--- src/rtl/core_pkg.sv ---
// Shared scoreboard definitions: register address width, default sizing and FSM states.
package core_pkg;

    localparam int unsigned REG_ADDR_W    = 3;
    localparam int unsigned ADDR_SPACE    = 1 << REG_ADDR_W;
    localparam int unsigned NUM_REGS_DEF  = 8;
    localparam int unsigned MAX_LOADS_DEF = 2;
    localparam int unsigned LOAD_CNT_W    = 3;
    localparam int unsigned STALL_CNT_W   = 16;

    typedef enum logic {
        SB_RUN   = 1'b0,
        SB_DRAIN = 1'b1
    } sb_state_e;

endpackage

--- src/rtl/sb_hazard_check.sv ---
// Combinational RAW / WAW / load-limit detection against the registered scoreboard state.
module sb_hazard_check
    import core_pkg::*;
#(
    parameter int unsigned NUM_REGS  = NUM_REGS_DEF,
    parameter int unsigned MAX_LOADS = MAX_LOADS_DEF
) (
    input  logic [NUM_REGS-1:0]   pending_i,
    input  logic [LOAD_CNT_W-1:0] load_cnt_i,
    input  logic [REG_ADDR_W-1:0] rs1_addr_i,
    input  logic [REG_ADDR_W-1:0] rs2_addr_i,
    input  logic [REG_ADDR_W-1:0] rd_addr_i,
    input  logic                  we_i,
    input  logic                  is_load_i,
    output logic                  raw_o,
    output logic                  waw_o,
    output logic                  load_limit_o
);

    logic [ADDR_SPACE-1:0] w_pend_ext;
    logic                  w_rs1_nz;
    logic                  w_rs2_nz;
    logic                  w_rd_nz;

    // Widen to the full address space so any 3-bit address indexes safely.
    assign w_pend_ext = ADDR_SPACE'(pending_i);

    assign w_rs1_nz = (rs1_addr_i != '0);
    assign w_rs2_nz = (rs2_addr_i != '0);
    assign w_rd_nz  = (rd_addr_i != '0);

    assign raw_o = (w_rs1_nz && w_pend_ext[rs1_addr_i]) ||
                   (w_rs2_nz && w_pend_ext[rs2_addr_i]);

    assign waw_o = we_i && w_rd_nz && w_pend_ext[rd_addr_i];

    assign load_limit_o = is_load_i && we_i && w_rd_nz &&
                          (load_cnt_i == LOAD_CNT_W'(MAX_LOADS));

endmodule

--- src/rtl/scoreboard_ctrl.sv ---
// In-order issue scoreboard tracking outstanding load destinations, with fence drain.
// Optional stall cycle counter output enabled by defining SB_PERF_CNT_EN.
module scoreboard_ctrl
    import core_pkg::*;
#(
    parameter int unsigned NUM_REGS  = NUM_REGS_DEF,
    parameter int unsigned MAX_LOADS = MAX_LOADS_DEF
) (
    input  logic                  clk_i,
    input  logic                  rst_ni,
    input  logic                  issue_valid_i,
    output logic                  issue_ready_o,
    input  logic [REG_ADDR_W-1:0] issue_rs1_addr_i,
    input  logic [REG_ADDR_W-1:0] issue_rs2_addr_i,
    input  logic [REG_ADDR_W-1:0] issue_rd_addr_i,
    input  logic                  issue_we_i,
    input  logic                  issue_is_load_i,
    input  logic                  wb_valid_i,
    input  logic [REG_ADDR_W-1:0] wb_rd_addr_i,
    input  logic                  fence_i,
    output logic                  fence_done_o,
    output logic                  stall_o,
    output logic [NUM_REGS-1:0]   busy_mask_o
`ifdef SB_PERF_CNT_EN
    ,
    output logic [STALL_CNT_W-1:0] stall_cnt_o
`endif
);

    sb_state_e             r_state;
    sb_state_e             w_state_nxt;
    logic [NUM_REGS-1:0]   r_pending;
    logic [NUM_REGS-1:0]   w_pending_nxt;
    logic [LOAD_CNT_W-1:0] r_load_cnt;
    logic [LOAD_CNT_W-1:0] w_load_cnt_nxt;

    logic                  w_raw;
    logic                  w_waw;
    logic                  w_load_limit;
    logic                  w_accept;
    logic                  w_track_load;
    logic                  w_wb_hit;
    logic                  w_empty;
    logic [NUM_REGS-1:0]   w_rd_mask;
    logic [NUM_REGS-1:0]   w_wb_mask;

    sb_hazard_check #(
        .NUM_REGS  (NUM_REGS),
        .MAX_LOADS (MAX_LOADS)
    ) u_hazard (
        .pending_i    (r_pending),
        .load_cnt_i   (r_load_cnt),
        .rs1_addr_i   (issue_rs1_addr_i),
        .rs2_addr_i   (issue_rs2_addr_i),
        .rd_addr_i    (issue_rd_addr_i),
        .we_i         (issue_we_i),
        .is_load_i    (issue_is_load_i),
        .raw_o        (w_raw),
        .waw_o        (w_waw),
        .load_limit_o (w_load_limit)
    );

    assign issue_ready_o = (r_state == SB_RUN) && !w_raw && !w_waw && !w_load_limit;
    assign stall_o       = issue_valid_i && !issue_ready_o;
    assign w_accept      = issue_valid_i && issue_ready_o;

    // Register 0 is never tracked, so its bit is masked out of both decodes.
    assign w_rd_mask = NUM_REGS'(ADDR_SPACE'(1) << issue_rd_addr_i) & ~NUM_REGS'(1);
    assign w_wb_mask = NUM_REGS'(ADDR_SPACE'(1) << wb_rd_addr_i) & ~NUM_REGS'(1);

    assign w_track_load = w_accept && issue_is_load_i && issue_we_i && (|w_rd_mask);
    assign w_wb_hit     = wb_valid_i && (|(r_pending & w_wb_mask));
    assign w_empty      = (r_pending == '0) && (r_load_cnt == '0);

    assign busy_mask_o = r_pending & ~NUM_REGS'(1);

    always_ff @(posedge clk_i or negedge rst_ni) begin
        if (!rst_ni) begin
            r_state    <= SB_RUN;
            r_pending  <= '0;
            r_load_cnt <= '0;
        end else begin
            r_state    <= w_state_nxt;
            r_pending  <= w_pending_nxt;
            r_load_cnt <= w_load_cnt_nxt;
        end
    end

    always_comb begin
        w_state_nxt    = r_state;
        w_pending_nxt  = r_pending;
        w_load_cnt_nxt = r_load_cnt;
        fence_done_o   = 1'b0;

        case (r_state)
            SB_RUN: begin
                if (fence_i) begin
                    w_state_nxt = SB_DRAIN;
                end
            end
            SB_DRAIN: begin
                if (w_empty) begin
                    fence_done_o = 1'b1;
                    w_state_nxt  = SB_RUN;
                end
            end
            default: begin
                w_state_nxt = SB_RUN;
            end
        endcase

        // Issue and writeback never target the same register (WAW blocks it).
        if (w_track_load) begin
            w_pending_nxt = w_pending_nxt | w_rd_mask;
        end
        if (w_wb_hit) begin
            w_pending_nxt = w_pending_nxt & ~w_wb_mask;
        end

        case ({w_track_load, w_wb_hit})
            2'b10:   w_load_cnt_nxt = r_load_cnt + LOAD_CNT_W'(1);
            2'b01:   w_load_cnt_nxt = r_load_cnt - LOAD_CNT_W'(1);
            default: w_load_cnt_nxt = r_load_cnt;
        endcase
    end

`ifdef SB_PERF_CNT_EN
    logic [STALL_CNT_W-1:0] r_stall_cnt;

    // Saturating count of stalled issue cycles.
    always_ff @(posedge clk_i or negedge rst_ni) begin
        if (!rst_ni) begin
            r_stall_cnt <= '0;
        end else if (stall_o && (r_stall_cnt != {STALL_CNT_W{1'b1}})) begin
            r_stall_cnt <= r_stall_cnt + STALL_CNT_W'(1);
        end
    end

    assign stall_cnt_o = r_stall_cnt;
`endif

endmodule

--- config.mk ---
export PLATFORM = sky130hd
export DESIGN_NAME = scoreboard_ctrl
export DESIGN_NICKNAME = d
export VERILOG_FILES = /design/src/rtl/core_pkg.sv /design/src/rtl/sb_hazard_check.sv /design/src/rtl/scoreboard_ctrl.sv
export SDC_FILE = /design/constraint.sdc
export NUM_CORES = 1
export LEC_CHECK = 0
export ABC_AREA = 1
export CORE_UTILIZATION = 35
export CTS_BUF_LIST = sky130_fd_sc_hd__clkbuf_16
export CTS_CLUSTER_SIZE = 28
export DETAILED_ROUTE_END_ITERATION = 8
export PLACE_DENSITY_LB_ADDON = 0.2
export SYNTH_ARGS = -nofsm -noshare
export SYNTH_HDL_FRONTEND = slang
export SYNTH_HIERARCHICAL = 1
export SYNTH_SLANG_ARGS = --single-unit
--- constraint.sdc ---
create_clock -name clk_i -period 2.7 [get_ports clk_i]
set_clock_uncertainty 0.1 [all_clocks]
set_input_delay 0.54 -clock clk_i [delete_from_list [all_inputs] [get_ports clk_i]]
set_output_delay 0.54 -clock clk_i [all_outputs]
set_load 0.005 [all_outputs]
==> impl_results.md <==
* Internal at 0.000547 W
* Min Clock Period, post-route at 2.56 ns
* Hold crit path type: flop to flop
* Number of flops mapped to enable cells by yosys at 0
* Synth async-reset ratio at 100%
* Fraction of layout instances using a drive strength above 1 at 17.7%
* Synth Area per Inst at 6.31 um2
* Post-synth cell types at 31
* Crit path kind: primary input to flop
* P&R area growth vs syn at 50.1%
* WP data arrival at 2.57 ns
* Congestion Overflow GR at 0
* Post-Layout Cell Count at 251
* Routed vias/inst at 4.88
* Fin crit share at 94.7%
* Die height at 57.5 um
* Routed Antenna Nets at 0
* Register area share after synthesis at 25.5%
* Ys Warns at 6
* TritonCTS clock tree: done
* Main combinational cell family by area after synthesis: simple AND/OR/NAND/NOR gates
* Part of the power in combinational logic at 34.0%
* Final wirelength at 3030 um
* Pins over their slew limit at 0
* Final setup violation count at 0
* Most common cell after layout, fill and taps aside: nand2_1
* Synth Area in XOR/XNOR at 1.62%
* CTS buffer count at 3
* Largest net degree at the start of global routing at 12
* Startpoint types: primary input
* Mux contribution to synthesized area at 1.04%
* Routability Congestion at 0.802
* Initial antenna violation count at 0
* Sw power at 0.000233 W
* Die area at 3310 um2
* Max_cap viols at 0
* Commonest cells after routing, fill and taps aside: 42 x nand2_1, 32 x inv_1, 24 x nand3_1, 19 x clkdlybuf4s50_1, 19 x buf_4
* Max FO, Critical Path at 6
* Ant. Diodes at 0
* Clk pwr share at 33.0%
* Row cnt at 19
* Post-detail-place hpwl at 2510 um
* Violated checks: DRC
* Synth Flop Type: dfrtp_1
* Clock root cell: clkbuf_16
* Clock sink total at 11
* Seq cells post-synth at 11
* Worst Setup End Kind: flop
* Clk_lat worst skew at 0.23 ns
* Io pins at 30
* PwrDens at 481 nW/um2
* Iteration-0 DRC Markers at 60
* Post-DR wirelength/cell at 12.1 um
* Max clock buf depth at 2
* Hold WS at 0.426 ns
* Hold Path Origin: r_load_cnt[2]$_DFFE_PN0P_
* Buffers on Ports at 28
* H-tree levels at 1
* Final Hold Fails at 0
* Synth Area in Simple Gates at 44.4%
* Post-synthesis compound-gate area fraction at 8.46%
* Synth Area in Adders at 3.01%
* Inst Count DP at 246
* Vias in the first global route at 1230
* Fmax at 391 MHz
* R2R Path Start: r_pending[1]$_DFF_PN0_
* Cells after Synth at 171
* Clk slew on worst S/H paths at 0.04 ns
* Via count at 1224
* Area of the mapped netlist at 1080 um2
* Lkg Pwr at 0.877 nW
* GRT Total Usage at 20.3%
* NumNets Final at 242
* Outcome: finished with violations
* DRC at 4
* Starting Density at 38.2%
* First-pass detailed-route iteration total at 6
* Sw Share at 29.9%
* Die width at 57.5 um
* Maximum vdd drop at 0.429 mV
* Seq pwr share at 33.0%
* Placeable Area at 2830 um2
* Worst Path Required at 2.72 ns
* CP Launch Point: wb_rd_addr_i[2]
* First-pass GRT wire length at 5280 um
==> worst paths after layout <==
check                                       endpoint  slack [ns]  cells past startpoint
max                        r_load_cnt[1]$_DFFE_PN0P_        0.14                      9
min                        r_load_cnt[2]$_DFFE_PN0P_        0.43                      1
max reg2reg                r_load_cnt[2]$_DFFE_PN0P_        0.39                     15
min reg2reg                r_load_cnt[2]$_DFFE_PN0P_        0.43                      1
min in group asynchronous     r_pending[5]$_DFF_PN0_        0.54                      1
max in group asynchronous     r_pending[2]$_DFF_PN0_        1.63                      1
==> state kept, by name (all words and copies together), names as in the netlist <==
name,count
r_pending,7
r_state,1
r_load_cnt,3
==> power groups by stage <==
stage / combinational, W / clock, W / sequential (W)
after global placement: 0.000250 / 0 / 0.000252
after detailed placement: 0.000257 / 0 / 0.000256
after CTS: 0.000255 / 0.000265 / 0.000256
after global routing: 0.000295 / 0.000276 / 0.000264
after floorplan: 0.000139 / 0 / 0.000242
final: 0.000265 / 0.000257 / 0.000258
==> through the flow <==
| stage | total power (W) | instance area, um2 | util, % | TNS [ns] | worst slack, ns |
|---|---|---|---|---|---|
| 2_1_floorplan | 0.000381 | 1080 | - | 0 | 0.298 |
| 3_3_place_gp | 0.000502 | 1520 | 53.6 | -0.988 | -0.290 |
| 3_5_place_dp | 0.000512 | 1520 | 53.6 | -1.21 | -0.367 |
| 4_1_cts | 0.000776 | 1600 | 56.4 | 0 | 0.0160 |
| 5_1_grt | 0.000835 | 1620 | 57.3 | -0.0205 | -0.0205 |
| 6_report | 0.000780 | 1620 | 57.3 | 0 | 0.144 |
==> logic make-up (layout without fill, tap and decap cells) <==
group | Yosys count | after routing
and+or+nand+nor | 101 | 101
AOI/OAI and AO/OA | 14 | 14
DFF | 11 | 11
adders and majority gates | 2 | 2
muxes | 1 | 1
buffers and inverters | 39 | 87
other | 1 | 2
xor gates and xnor gates | 2 | 2
==> synthesized netlist by cell type, types with 2 or more instances <==
master    count  area share [%]
nand2_1      42              15
inv_1        31              11
nand3_1      24              11
dfrtp_1      11              25
nor2_1       11             3.8
nand4_1       6             3.5
nor3_1        6             2.8
o21bai_1      6             4.2
inv_2         4             1.4
o21ai_0       3             1.4
a21oi_1       2            0.93
and3_1        2             1.2
buf_4         2             1.4
nor3b_1       2             1.4
nor4_1        2             1.2
xnor2_1       2             1.6
==> per-layer routing <==
layer	track usage [%]	routed length [um]	vias to the layer above
li1	-	-	644
met3	2.72	145	8
met1	25.9	1340	544
met5	0	0	-
met4	6.97	60	0
met2	35.0	1480	28
==> timing repair <==
| item | in CTS | in global routing |
|---|---|---|
| setup endpoints to repair | 4 | 3 |
| pin swaps | 1 | 2 |
| gates resized for setup | 9 | 6 |
| hold buffers | 0 | 0 |
| buffers inserted | 0 | 1 |
==> worst max-delay path, stage by stage <==
cell and delay [ns]:
clkdlybuf4s50_1 0.52, inv_2 0.14, nand4_1 0.10, nand2_1 0.12, nor2_4 0.05, a21boi_1 0.18
ha_2 0.22, fa_2 0.42, mux2_4 0.28
==> layout make-up <==
type / instances / area, um2
fill: 274 / 1210
multi-input combinational: 122 / 659
timing repair buffer: 47 / 419
sequential: 11 / 275
inverter: 36 / 149
clock buffer: 3 / 75.1
tap: 31 / 38.8
clock inverter: 1 / 3.75
Power figures use the tool's default switching activity.
